`src/rtl/coherency_config_issuer.sv`:
```
// coherency_config_issuer
// Accepts cache-line watch requests from the memory controller, rejects
// zero-size or misaligned ones with a one-cycle error pulse, queues the rest
// in arrival order and presents them one at a time to the coherency manager
// over a valid/ack handshake. The entry being presented stays in the FIFO
// until it is acknowledged, so DEPTH counts the in-flight entry too.
module coherency_config_issuer #(
   parameter int ADDR_WIDTH = 64,
   parameter int SIZE_WIDTH = 32,
   parameter int DEPTH      = 4,
   parameter int LINE_LOG2  = 6
) (
   input  logic                  clk,
   input  logic                  rst_n,
   input  logic                  req_valid,
   output logic                  req_ready,
   input  logic [ADDR_WIDTH-1:0] req_base_addr,
   input  logic [SIZE_WIDTH-1:0] req_size,
   output logic                  cfg_valid,
   output logic [ADDR_WIDTH-1:0] cfg_base_addr,
   output logic [SIZE_WIDTH-1:0] cfg_size,
   input  logic                  cfg_ack,
   output logic                  err_valid,
   output logic [1:0]            err_code,
   output logic                  busy,
   output logic [15:0]           issued_count
);

   localparam int PTR_W = $clog2(DEPTH);

   localparam logic [PTR_W:0] PTR_ONE = {{PTR_W{1'b0}}, 1'b1};

   localparam logic [0:0] ST_IDLE  = 1'b0;
   localparam logic [0:0] ST_ISSUE = 1'b1;

   typedef struct packed {
      logic [ADDR_WIDTH-1:0] base;
      logic [SIZE_WIDTH-1:0] size;
   } entry_t;

   entry_t           mem [DEPTH];
   logic [PTR_W:0]   wr_ptr;
   logic [PTR_W:0]   rd_ptr;
   logic [PTR_W:0]   rd_ptr_inc;
   logic [0:0]       state;

   logic             fifo_empty;
   logic             fifo_full;
   logic             accept;
   logic             size_zero;
   logic             misaligned;
   logic             enq;
   logic             pop;
   entry_t           req_entry;

   // Pointers carry one extra wrap bit: equal pointers mean empty, equal
   // index with differing wrap bit means full.
   assign fifo_empty = (wr_ptr == rd_ptr);
   assign fifo_full  = (wr_ptr[PTR_W] != rd_ptr[PTR_W]) &&
                       (wr_ptr[PTR_W-1:0] == rd_ptr[PTR_W-1:0]);

   // Ready depends only on pre-pop occupancy, never on req_valid or cfg_ack,
   // and is held low while the block sits in reset.
   assign req_ready  = rst_n && !fifo_full;

   assign accept     = req_valid && req_ready;
   assign size_zero  = (req_size == '0);
   assign misaligned = |req_base_addr[LINE_LOG2-1:0];
   assign enq        = accept && !size_zero && !misaligned;

   assign cfg_valid  = (state == ST_ISSUE);
   assign pop        = cfg_valid && cfg_ack;
   assign rd_ptr_inc = rd_ptr + PTR_ONE;
   assign busy       = !fifo_empty || cfg_valid;

   assign req_entry.base = req_base_addr;
   assign req_entry.size = req_size;

   // FIFO storage: written on every enqueue, read through the pointers.
   // NOTE: the payload array has no reset; the pointers alone decide which
   // entries are meaningful, so clearing the storage would only add logic.
   always_ff @(posedge clk) begin
      if (enq) begin
         mem[wr_ptr[PTR_W-1:0]] <= req_entry;
      end
   end

   // FIFO pointer bookkeeping; enqueue and pop may happen on the same edge.
   // NOTE: sequential state uses non-blocking assignments so every register
   // samples the pre-edge values regardless of statement order.
   always_ff @(posedge clk or negedge rst_n) begin
      if (!rst_n) begin
         wr_ptr <= '0;
         rd_ptr <= '0;
      end else begin
         if (enq) begin
            wr_ptr <= wr_ptr + PTR_ONE;
         end
         if (pop) begin
            rd_ptr <= rd_ptr_inc;
         end
      end
   end

   // Issue FSM: loads the registered cfg payload from the FIFO head and, on
   // an ack, switches straight to the next entry (or the entry being written
   // this very cycle) so consecutive configurations leave no bubble.
   always_ff @(posedge clk or negedge rst_n) begin
      if (!rst_n) begin
         state         <= ST_IDLE;
         cfg_base_addr <= '0;
         cfg_size      <= '0;
      end else begin
         case (state)
            ST_IDLE: begin
               if (!fifo_empty) begin
                  state         <= ST_ISSUE;
                  cfg_base_addr <= mem[rd_ptr[PTR_W-1:0]].base;
                  cfg_size      <= mem[rd_ptr[PTR_W-1:0]].size;
               end
            end
            ST_ISSUE: begin
               if (cfg_ack) begin
                  if (rd_ptr_inc != wr_ptr) begin
                     cfg_base_addr <= mem[rd_ptr_inc[PTR_W-1:0]].base;
                     cfg_size      <= mem[rd_ptr_inc[PTR_W-1:0]].size;
                  end else if (enq) begin
                     cfg_base_addr <= req_base_addr;
                     cfg_size      <= req_size;
                  end else begin
                     state <= ST_IDLE;
                  end
               end
            end
            default: begin
               state <= ST_IDLE;
            end
         endcase
      end
   end

   // Rejection reporting: one-cycle pulse after the offending acceptance.
   always_ff @(posedge clk or negedge rst_n) begin
      if (!rst_n) begin
         err_valid <= 1'b0;
         err_code  <= 2'b00;
      end else if (accept && (size_zero || misaligned)) begin
         err_valid <= 1'b1;
         err_code  <= {misaligned, size_zero};
      end else begin
         err_valid <= 1'b0;
         err_code  <= 2'b00;
      end
   end

   // Count of acknowledged configurations, wrapping naturally at 16 bits.
   always_ff @(posedge clk or negedge rst_n) begin
      if (!rst_n) begin
         issued_count <= '0;
      end else if (pop) begin
         issued_count <= issued_count + 16'd1;
      end
   end

endmodule

```
`config.mk`:
```
export PLATFORM = sky130hd
export DESIGN_NAME = coherency_config_issuer
export DESIGN_NICKNAME = d
export VERILOG_FILES = /design/src/rtl/coherency_config_issuer.sv
export SDC_FILE = /design/constraint.sdc
export NUM_CORES = 1
export LEC_CHECK = 0
export ABC_AREA = 1
export BUFFER_PORTS_ARGS = -buffer_cell sky130_fd_sc_hd__buf_2
export CELL_PAD_IN_SITES_DETAIL_PLACEMENT = 0
export CELL_PAD_IN_SITES_GLOBAL_PLACEMENT = 1
export CORE_MARGIN = 8
export CORE_UTILIZATION = 30
export CTS_CLUSTER_DIAMETER = 50
export CTS_CLUSTER_SIZE = 12
export DETAILED_ROUTE_END_ITERATION = 10
export PLACE_DENSITY_LB_ADDON = 0.1
export SYNTH_ARGS = -nofsm -noshare
export SYNTH_HDL_FRONTEND = slang
export SYNTH_SLANG_ARGS = --single-unit
```
`constraint.sdc`:
```
create_clock -name clk -period 6.8 [get_ports clk]
set_input_delay 0.68 -clock clk [delete_from_list [all_inputs] [get_ports clk]]
set_output_delay 0.68 -clock clk [all_outputs]
set_load 0.02 [all_outputs]
```
# After elaboration in Yosys (flattened, before gate mapping)
# Memories as Yosys holds them, arrays and structs flattened.
# Index checks and enable logic that the tools add are counted.
# word_totals
regBits,122
ram_bits,384
input_bits,100
output_inout_bits,118
wordCells,54
memories,1
# classes
addsub,3
n_eq_ne,7
muxes,18
bitwise,1
n_reduce_logical,16
# memory_table
memory,words,word_bits,read_ports,rd_clocked_by_memory_dff,wr,line_no,source
mem,4,96,2,0,1,41,entry_t mem [DEPTH];
# op_table
operator,count
$mux W64,4
$mux W32,4
$pmux W64 S2,1
$pmux W32 S2,1
$logic_not A32 Y1,1
$add A16 B1 Y16 const B,1
$logic_and A1 B1 Y1,7
$add A3 B1 Y3 const B,2
$mux W1,6
$reduce_or A6 Y1,1
$logic_not A1 Y1,4
$ne A2 B2 Y1 const B,2
$eq A3 B3 Y1,1
$ne A3 B1 Y1 const B,1
$ne A3 B3 Y1,1
$reduce_and A3 Y1,1
$eq A2 B2 Y1,1
$logic_or A1 B1 Y1,2
$mux W2,1
$pmux W1 S2,1
$ne A1 B1 Y1,1
$not A1 Y1,1

# Longest topological paths before layout
# logic_depth
depth_word,11
depth_mapped,15
depth_no_buf,12

# Least setup slack after synthesis
# OpenSTA, ideal clock, no wires.
# synth_path
path_type,input to register
startpoint,input port req_base_addr[1]
endpoint,memory mem[3][0] (netlist bit) (enable)
setup_ps,554
t_arrival_ps,5294
setup_slack_ps,952
cell_stages,5
n_path_buf,0
path_cell_list,nor2_1 -> nand3_1 -> nor3_2 -> nand3_4 -> nor2_1
# synth_via
elab_chain_cells,5
# synth_lines
element,line_no,source
start: declaration,17,"input logic [ADDR_WIDTH-1:0] req_base_addr,"
$reduce_or A6 Y1,68,assign misaligned = |req_base_addr[LINE_LOG2-1:0];
$logic_not A1 Y1,69,assign enq = accept && !size_zero && !misaligned;
$logic_and A1 B1 Y1,69,
$mux W1,83,if (enq) begin
$mux W1 (implied by the code),84,mem[wr_ptr[PTR_W-1:0]] <= req_entry;
end: declaration,41,
# Every way passes these cells.

# Worst setup path after layout
# layout_path
startpoint,register rd_ptr[1]
endpoint,register cfg_base_addr[5]
# layout_via
word_cells_on_any_way,18
cone_classes,add/sub: 1; eq/ne: 5; mux: 4; reduce/logical: 7; memory: 1
# layout_lines
element,line_no,source
start: declaration,43,logic [PTR_W:0] rd_ptr;
start signal: assignment,100,rd_ptr <= rd_ptr_inc;
$add A3 B1 Y3 *,73,assign rd_ptr_inc = rd_ptr + PTR_ONE;
net rd_ptr_inc[1],44,logic [PTR_W:0] rd_ptr_inc;
$mem_v2 Z4 W96 / $ne A3 B3 Y1 (equally long branches),n/a,
$mux W64,124,if (rd_ptr_inc != wr_ptr) begin
$mux W64,123,if (cfg_ack) begin
$pmux W64 S2,114,case (state)
end signal: assignment,118,cfg_base_addr <= mem[rd_ptr[PTR_W-1:0]].base;
end signal: assignment,125,cfg_base_addr <= mem[rd_ptr_inc[PTR_W-1:0]].base;
end signal: assignment,128,cfg_base_addr <= req_base_addr;
end: declaration,20,"output logic [ADDR_WIDTH-1:0] cfg_base_addr,"
# The timed path passes the listed nets; every way through them passes the cells marked *. The select of a mux whose other input is x is not followed.
# A chain may end at the register's enable or synchronous reset.

==> qor.txt <==
Synth Cell Area: 24,600 sq um
Power Total: 15,100 uW
Via Count: 20,100
Critical path endpoint category: register
Ys Warns: 0
CP Data Required Time: 7340 ps
Crit-path slowest cell: buf_4
Skew-Pair Late Insertion Delay: 610 ps
Status: complete, no violations
H-tree levels: 3
Detailed router's first-iteration violation count: 1,371
Least-Margin Pin Slew: 1330 ps
First-pass GRT wire length: 125,000 um
Synthesized flop and latch total: 506
CORE AREA: 81,700 sq um
WS Path Type: reg2reg
CTS tree: yes
Reg2Reg Setup Slack: 2420 ps
Fill cell total of the finished layout: 8,331
Power density over the cells: 520 nW/um^2
CP Buf/Inv Count: 3
Fin util: 35.6%
Root buf cell: clkbuf_16
Part of the Yosys area used for sequential elements: 59.2%
Fmax achieved: 0.228 GHz
Crit-path cells: ha_4 -> inv_4 -> buf_4 -> buf_4 -> nand2_1 -> nand3_1 -> nand2_1 -> nand2_1 -> nand2_1 -> o21ai_0 -> nand2_1 -> nand2_1
Final std cells w/o fill: 4,040
Max Buffers Root-to-Sink: 3
Cts repair resizes: 0
Die width: 303 um
Leak: 0.0121 uW
Setup total negative slack: 0 ps
Residual DRC: 0
Most common flop cell mapped by yosys: edfxtp_1
Cell Rows: 105
Crit path top cell by count: nand2_1
Dpl ws: 2390 ps
Inst Count DP: 3,892
Vias in the first global route: 19,700
Starting Density: 30.2%
Final Max Tran Viols: 0
PnR worst setup slack: 2420 ps
Clk_skew: 24.4 ps
IR drop worst, VDD: 0.000274 V
Die height: 303 um
Crit share post-route: 64.4%
Async set or reset register ratio after synthesis: 24.1%
Final WL: 83,400 um
CP max FO: 73
Max Cap Viol: 0
RSZ-0062 raised after global routing: false
Post-synth cell types: 28
Setup Viol. Count Final: 0
Clk pin slew, worst setup/hold paths: 60 ps
CTS Buf Count: 74
Share of layout cells above drive strength 1: 13.4%
Worst slew margin: 11.6%
Remaining Overflow, GRT: 0
Layout net count: 3,005
Cells after synthesis: 2,775
Layout area overhead: 17.9%
Die Area: 91,600 sq um
TritonRoute pass-1 iters: 6
DR WL/cell: 20.6 um
Pin count of the biggest net entering global routing: 279
Mapped Nets: 2,881
Syn_area_per_cell: 8.88 sq um
Vias per cell: 4.97
Fin. Hold Viols: 0
Arrival time at the worst endpoint: 4910 ps
GP Congestion: 0.745
Initial antenna violation count: 18
Worst hold path class: in2reg
Crit start category: register
Ports: 218
Number of antenna-violating nets in the routed design: 0
Gr usage total: 17.8%
Hpwl dp: 46,900 um
CTS sink cnt: 506
Crit-path max cell delay: 930 ps
EDFF count, synth: 384
IO buf count: 217
Family with the most delay on the worst path: buffers and inverters
Min cycle time layout: 4380 ps
-- synthesized netlist by cell type (28+ instances only) --
master / count / area (sq um)
buf_1: 28 / 105
nand2_1: 785 / 2950
o211ai_1: 34 / 255
dfrtp_1: 122 / 3050
o21ai_0: 344 / 1720
nand3_1: 275 / 1380
o21ai_1: 60 / 300
nor2_1: 213 / 800
clkbuf_1: 101 / 379
a21oi_1: 160 / 801
edfxtp_1: 384 / 11500
buf_2: 61 / 305
inv_1: 147 / 552
-- worst paths after layout --
path / depth (start not counted) / end / start
min in group asynchronous: 2 / cfg_base_addr[10] / rst_n
max reg2reg: 12 / cfg_base_addr[5] / rd_ptr[1]
max in group asynchronous: 3 / cfg_valid / rst_n
min: 1 / mem[3][10] / req_size[10]
max: 12 / cfg_base_addr[5] / rd_ptr[1]
min reg2reg: 1 / issued_count[15] / issued_count[15]
-- layout by cell type (no fill, tap or decap), drive strengths merged --
cell	Yosys	layout
inv	156	166
xor2	11	11
dfrtp	122	122
nand3	276	276
or2	1	1
xnor2	7	7
clkinv	0	21
nor3	2	2
clkinvlp	0	4
edfxtp	384	384
nand4	3	3
a21oi	160	160
a31o	1	1
nand2	793	793
diode	0	10
nor2	215	215
o21ai	404	404
buf	99	247
clkbuf	101	97
bufinv	0	5
dlygate4sd3	0	1
ha	6	6
o211ai	34	34
-- state kept, by name, summed over array words and instances, names as in the netlist --
signal         flops
err_valid          1
cfg_base_addr     64
err_code           2
issued_count      16
mem              384
rd_ptr             3
cfg_valid          1
wr_ptr             3
cfg_size          32
-- per-stage QoR --
step	hold slack, ps	instance area (sq um)
2_1_floorplan	384	24600
3_3_place_gp	450	26500
3_5_place_dp	458	26500
4_1_cts	257	29000
5_1_grt	277	29000
6_report	300	29100
-- area by class of cell --
cell class                 instances  area, sq um  share of cell area (%)
antenna                           10         25.0                  0.0861
inverter                         156          598                    2.06
tap                             1070         1340                    4.61
sequential                       506        14600                    50.2
clock buffer                      97         2050                    7.07
timing repair buffer             248         1380                    4.74
clock inverter                    40          434                    1.49
multi-input combinational       1913         8640                    29.7
-- report_power, final --
part	leakage, uW	internal, uW	switching [uW]
logic	0.00592	2120	5030
clock network	0.00121	2360	1500
registers	0.00495	3690	402
-- metal layers --
metal / share of wire, % / vias up / global-route usage, %
li1: - / 9655 / -
met1: 45 / 9786 / 23.2
met2: 47 / 528 / 29.8
met3: 5.3 / 118 / 3.27
met4: 2.4 / 6 / 5.97
met5: 0.050 / - / 0
-- repair_timing --
action / CTS / global route
hold buffers: 1 / 0
setup buffers: 0 / 0
hold endpoints to repair: 25 / 0
-- cells by family (layout without fill, tap and decap cells) --
group	Yosys count	in the layout	share of synthesized area [%]
buffers and inverters	356	541	5.98
and+or+nand+nor	1290	1290	21.4
xor gates and xnor gates	18	18	0.640
adders and majority gates	6	6	0.305
other	0	10	0
DFF	506	506	59.2
AOI/OAI and AO/OA	599	599	12.5
(Power assumes the default switching activity.)
